File: config.mk
export PLATFORM = sky130hd
export DESIGN_NAME = shared_tlb_miss_arbiter
export DESIGN_NICKNAME = d
export VERILOG_FILES = /design/src/rtl/shared_tlb_miss_arbiter.sv
export SDC_FILE = /design/constraint.sdc
export NUM_CORES = 1
export LEC_CHECK = 0
export CORE_AREA = 2 2 136 138
export CTS_CLUSTER_SIZE = 10
export DETAILED_ROUTE_END_ITERATION = 16
export DIE_AREA = 0 0 138 140
export PLACE_DENSITY_LB_ADDON = 0.3
export SLEW_MARGIN = 40
export SYNTH_ARGS = -nofsm -noshare
export SYNTH_HDL_FRONTEND = slang
export SYNTH_SLANG_ARGS = --single-unit
export TNS_END_PERCENT = 5
File: constraint.sdc
create_clock -name clk_i -period 2.8 [get_ports clk_i]
set_input_delay 0.7 -clock clk_i [delete_from_list [all_inputs] [get_ports clk_i]]
set_output_delay 0.7 -clock clk_i [all_outputs]
set_load 0.01 [all_outputs]
File: src/rtl/shared_tlb_miss_arbiter.sv
// rtl/shared_tlb_miss_arbiter.sv - serialises L1 ITLB/DTLB misses onto the shared TLB and PTW
// Define SHARED_TLB_ARB_RR_EN for round-robin arbitration; default is fixed DTLB-over-ITLB priority.
module shared_tlb_miss_arbiter #(
  parameter int VPN_W  = 27,
  parameter int ASID_W = 16,
  parameter int PTE_W  = 64
) (
  input  logic              clk_i,
  input  logic              rst_ni,
  input  logic              flush_i,
  input  logic [ASID_W-1:0] asid_i,
  input  logic              itlb_miss_i,
  input  logic              dtlb_miss_i,
  input  logic [VPN_W-1:0]  itlb_vpn_i,
  input  logic [VPN_W-1:0]  dtlb_vpn_i,
  output logic              itlb_gnt_o,
  output logic              dtlb_gnt_o,
  output logic              stlb_req_o,
  output logic [VPN_W-1:0]  stlb_vpn_o,
  output logic [ASID_W-1:0] stlb_asid_o,
  input  logic              stlb_hit_i,
  input  logic [PTE_W-1:0]  stlb_pte_i,
  output logic              ptw_req_o,
  input  logic              ptw_ready_i,
  output logic [VPN_W-1:0]  ptw_vpn_o,
  output logic              ptw_is_instr_o,
  input  logic              ptw_done_i,
  input  logic [PTE_W-1:0]  ptw_pte_i,
  input  logic              ptw_error_i,
  output logic              itlb_resp_valid_o,
  output logic              dtlb_resp_valid_o,
  output logic [PTE_W-1:0]  resp_pte_o,
  output logic              resp_error_o,
  output logic              busy_o
);

  typedef enum logic [2:0] {
    IDLE      = 3'd0,
    LOOKUP    = 3'd1,
    CHECK     = 3'd2,
    WALK_REQ  = 3'd3,
    WALK_WAIT = 3'd4,
    RESP      = 3'd5
  } state_e;

  state_e              state_q, state_d;
  logic [VPN_W-1:0]    vpn_q, vpn_d;
  logic [ASID_W-1:0]   asid_q, asid_d;
  logic                is_instr_q, is_instr_d;
  logic [PTE_W-1:0]    pte_q, pte_d;
  logic                err_q, err_d;
  logic                drop_q, drop_d;
  logic                pick_itlb;
  logic                grant_any;

`ifdef SHARED_TLB_ARB_RR_EN
  logic rr_q, rr_d;  // set when ITLB was granted last, so DTLB is favoured next

  assign pick_itlb = itlb_miss_i && (!dtlb_miss_i || !rr_q);

  always_comb begin
    rr_d = rr_q;
    if (grant_any) rr_d = pick_itlb;
  end

  always_ff @(posedge clk_i or negedge rst_ni) begin
    if (!rst_ni) rr_q <= 1'b0;
    else         rr_q <= rr_d;
  end
`else
  assign pick_itlb = itlb_miss_i && !dtlb_miss_i;
`endif

  // Reset gates the combinational grant so every output is low while held in reset.
  assign grant_any  = (state_q == IDLE) && rst_ni && !flush_i && (itlb_miss_i || dtlb_miss_i);
  assign itlb_gnt_o = grant_any && pick_itlb;
  assign dtlb_gnt_o = grant_any && !pick_itlb;

  always_comb begin
    state_d    = state_q;
    vpn_d      = vpn_q;
    asid_d     = asid_q;
    is_instr_d = is_instr_q;
    pte_d      = pte_q;
    err_d      = err_q;
    drop_d     = drop_q;
    case (state_q)
      IDLE: begin
        if (grant_any) begin
          state_d    = LOOKUP;
          vpn_d      = pick_itlb ? itlb_vpn_i : dtlb_vpn_i;
          asid_d     = asid_i;
          is_instr_d = pick_itlb;
        end
      end
      LOOKUP: state_d = flush_i ? IDLE : CHECK;
      CHECK: begin
        if (flush_i) begin
          state_d = IDLE;
        end else if (stlb_hit_i) begin
          state_d = RESP;
          pte_d   = stlb_pte_i;
          err_d   = 1'b0;
        end else begin
          state_d = WALK_REQ;
        end
      end
      WALK_REQ: begin
        if (flush_i) drop_d = 1'b1;
        if (ptw_ready_i) state_d = WALK_WAIT;
      end
      WALK_WAIT: begin
        // A walk in flight cannot be aborted; a flush only discards its result.
        if (flush_i) drop_d = 1'b1;
        if (ptw_done_i) begin
          state_d = (drop_q || flush_i) ? IDLE : RESP;
          pte_d   = ptw_pte_i;
          err_d   = ptw_error_i;
        end
      end
      RESP:    state_d = IDLE;
      default: state_d = IDLE;
    endcase
    if (state_d == IDLE) drop_d = 1'b0;
  end

  always_ff @(posedge clk_i or negedge rst_ni) begin
    if (!rst_ni) begin
      state_q    <= IDLE;
      vpn_q      <= '0;
      asid_q     <= '0;
      is_instr_q <= 1'b0;
      pte_q      <= '0;
      err_q      <= 1'b0;
      drop_q     <= 1'b0;
    end else begin
      state_q    <= state_d;
      vpn_q      <= vpn_d;
      asid_q     <= asid_d;
      is_instr_q <= is_instr_d;
      pte_q      <= pte_d;
      err_q      <= err_d;
      drop_q     <= drop_d;
    end
  end

  assign stlb_req_o        = (state_q == LOOKUP);
  assign stlb_vpn_o        = vpn_q;
  assign stlb_asid_o       = asid_q;
  assign ptw_req_o         = (state_q == WALK_REQ);
  assign ptw_vpn_o         = vpn_q;
  assign ptw_is_instr_o    = is_instr_q;
  assign itlb_resp_valid_o = (state_q == RESP) && !flush_i && is_instr_q;
  assign dtlb_resp_valid_o = (state_q == RESP) && !flush_i && !is_instr_q;
  assign resp_pte_o        = pte_q;
  assign resp_error_o      = err_q;
  assign busy_o            = (state_q != IDLE);

endmodule

==> flow_summary_export.csv, run 1 <==
group,metric,value,unit
status,outcome,"finished, final reports clean",
detailed_routing,drtPass1Iterations,6,
worst_setup_path,cp-endpoint,"dtlb_resp_valid_o",
worst_setup_path,worstReg2RegEnd,"ptw_vpn_o[26]",
floorplanning,num_rows,49,
yosys,yosysTopAreaCell,"dfrtp_1",
worst_setup_path,worstSetupEndpointType,"output port",
clock_tree,numCtsBuffers,17,
yosys,synth_cells,503,
timing,tightest_slew,0.5104,ns
detailed_routing,routed_wirelength,17.06,mm
power,power.share.switching,33.12,%
worst_setup_path,reg2regPathDepth,5,
hold_path,hold_path_class,"input pin to asynchronous set/reset pin",
detailed_routing,via_per_inst,4.508,
power,internal-power,6546,uW
clock_tree,hold_buffers,0,
clock_tree,clk_latency,0.41,ns
yosys,syn_nets,710,
worst_setup_path,critical_path.max_fanout,3,
timing,max_freq,359.5,MHz
worst_setup_path,crit_path_start_kind,"input pin",
worst_setup_path,cp_num_buf_inv,2,
detailed_routing,ant_nets,0,
floorplanning,ioPinCount,350,
clock_tree,root_buffer,"clkbuf_16",
worst_setup_path,cp_top_family,"buffers and inverters",
clock_tree,clockBufferDepth,2,
power,powerDensity,1017,nW/um^2
finish,drive_gt1_share,10.12,%
finish,diodes,0,
clock_tree,tritoncts,"built",
timing,rsz0062_at_grt,"yes",
power,seqPwrFrac,30.6,%
finish,final_cells,1059,
worst_setup_path,path_class,"input pin to output port",
timing,finalMaxSlewViolations,0,
grt,grt_util_all_layers,17.71,%
timing,timing.hold.ws,0.1558,ns
clock_tree,postCtsSetupBuffers,0,
worst_setup_path,worstPathCellList,"clkdlybuf4s50_1 > nor2_4 > nand3_1 > nor2_1 > clkdlybuf4s50_1",
worst_setup_path,timing.reg2reg.setup_slack,0.78,ns
worst_setup_path,crit_top_cell,"clkdlybuf4s50_1",
yosys,syn_area,5569,um^2
place,routabilityCongestion,0.7738,
place,place_inst,1029,
power,pwr-share-comb,47.5,%
clock_tree,cts_sinks,113,
detailed_routing,drtIter0Drc,109,
power,vdd_ir_drop_max,500.4,uV
worst_setup_path,r2r-start,"state_q[0]",
grt,grt_pass1_vias,4879,
timing,worst_slack,0.01850,ns
yosys,synth_sequential_area_ratio,50.78,%
power,switching_power,3242,uW
finish,area.growth.synth_to_final,72.79,%
yosys,yosysWarnings,0,
clock_tree,htree_levels,4,
place,portBuffers,349,
power,fin_total_pwr,9788,uW
worst_setup_path,critPathMaxStageDelay,0.53,ns
place,dp_slack,-0.09413,ns
floorplanning,die_h,140,um
grt,antenna_found_initial,0,
worst_setup_path,crit_required,2.10,ns
worst_setup_path,worst_ep_arrival_time,2.08,ns
timing,hold_violations,0,
power,leakage,0.003848,uW
detailed_routing,wire_per_inst,16.11,um
timing,skew,0.007124,ns
place,dp_hpwl,13.03,mm
worst_setup_path,slowest_stage,"clkdlybuf4s50_1",
detailed_routing,drc,0,
timing,setup_viol,0,
run,cap_violations,0,
worst_setup_path,cp.depth,5,
yosys,synth_area_leaders,"dfrtp_1, mux2i_1, buf_4",
timing,finalCritPeriodShare,99.34,%
yosys,ys_ff_latch,113,
power,clock_power_share,21.9,%
floorplanning,start_util,31.32,%
yosys,syn_avg_cell_area,11.07,um^2
floorplanning,core_area,17780,um^2
clock_tree,clk_pin_slew,0.05,ns
finish,nNetsFinal,1026,
floorplanning,die-area,19320,um^2
grt,grt_first_pass_wirelength,26.71,mm
timing,period_minus_slack,2.781,ns
worst_setup_path,cp-startpoint,"flush_i",
floorplanning,die_w,138,um
yosys,ys_types,31,
detailed_routing,vias,4774,
grt,grt_max_degree,85,
finish,postLayoutCoreUtil,54.12,%
yosys,synth.top_cell.area_share,50.78,%
grt,grt-ovfl-total,0,
timing,timing.slew.headroom,65.97,%
## per-stage QoR
stage,setup TNS [ns],cell area (um^2)
after detailed placement,-0.1251,9034
final,0,9623
after floorplan,0,5569
after global placement,-0.02890,9014
after global routing,-0.05498,9623
after CTS,-0.01473,9619
## cells in the mapped netlist (all sizes together)
master	instances
mux2i	92
a21oi	66
o32a	1
nand2	29
a32oi	1
and4	1
nand3	3
or3	1
nand3b	1
inv	3
nor3b	3
buf	57
nor2b	3
nand4bb	1
nor2	71
dfrtp	113
o2111ai	1
o21ai	31
mux2	16
and2	2
o211ai	1
o21a	1
clkbuf	5
## cell usage in the layout, fill, tap and decap left out, types with 2 or more instances in the layout
cell,netlist,routed
buf_4,41,7
clkinv_4,0,2
clkdlybuf4s50_1,0,345
and2_1,2,2
bufinv_16,0,2
dlygate4sd2_1,0,2
clkbuf_8,0,4
nand3_1,3,3
clkinv_2,0,3
nor2b_1,3,2
clkinvlp_4,0,2
clkbuf_16,0,17
mux2_2,2,2
o21ai_0,31,31
mux2_4,14,14
nor3b_1,2,2
mux2i_1,92,92
nor2_1,69,69
nand2_1,29,29
dfrtp_1,113,112
inv_1,3,3
a21oi_1,45,45
buf_12,0,4
a21oi_2,21,20
## repair_timing
action / in CTS / in global routing
pin swaps: 0 / 0
gates resized for setup: 2 / 2
endpoints found under the setup margin: 3 / 3
## power groups by stage
stage / combinational [uW] / clock (uW) / sequential (uW)
after floorplan: 2010 / 0 / 3280
after global placement: 4660 / 0 / 2980
after detailed placement: 4710 / 0 / 3020
after CTS: 4720 / 2210 / 3010
after global routing: 5010 / 2290 / 3120
final: 4650 / 2140 / 2990
## flip-flops by register name, indices dropped and copies added (netlist names)
register,count
ptw_is_instr_o,1
resp_pte_o,64
resp_error_o,1
stlb_asid_o,16
state_q,3
drop_q,1
ptw_vpn_o,27
## area by class of cell
class | count | area (um^2)
fillers | 1609 | 8157
repair buffers | 359 | 3616
flip-flops and latches | 113 | 2829
multi-input cells | 325 | 2292
clock buffers | 21 | 480.5
well taps | 229 | 286.5
clock inverters | 9 | 107.6
inverters | 3 | 11.26
## worst min path at each step
stage | start | endpoint | cells after the start
6_report | rst_ni | stlb_asid_o[0] | 1
5_1_grt | rst_ni | stlb_asid_o[0] | 1
4_1_cts | rst_ni | stlb_asid_o[13] | 1
3_5_place_dp | stlb_asid_o[4] | stlb_asid_o[4] | 1
3_3_place_gp | ptw_vpn_o[6] | ptw_vpn_o[6] | 2
2_1_floorplan | rst_ni | drop_q | 0
## routing by layer
| layer | vias up | wire, um | GRT usage (%) |
|---|---|---|---|
| li1 | 2338 | - | - |
| met1 | 2177 | 6588 | 20.19 |
| met2 | 238 | 8584 | 30.15 |
| met3 | 21 | 1590 | 7.726 |
| met4 | 0 | 294 | 5.424 |
| met5 | - | 0 | 0 |
## kinds of logic after synthesis
group                  Yosys count  share of synthesized area [%]
DFF                            113                          50.78
buffers and inverters           65                          8.448
AOI/OAI and AO/OA              102                          11.21
and+or+nand+nor                115                          8.852
muxes                          108                          20.71
Power figures use the tool's default switching activity.
==> inputs of run 2 (changes only) <==
Settings changed: CAP_MARGIN from default to 20.
==> results of run 2 <==
No change in the layout: final DEF, timing and power equal those of run 1.
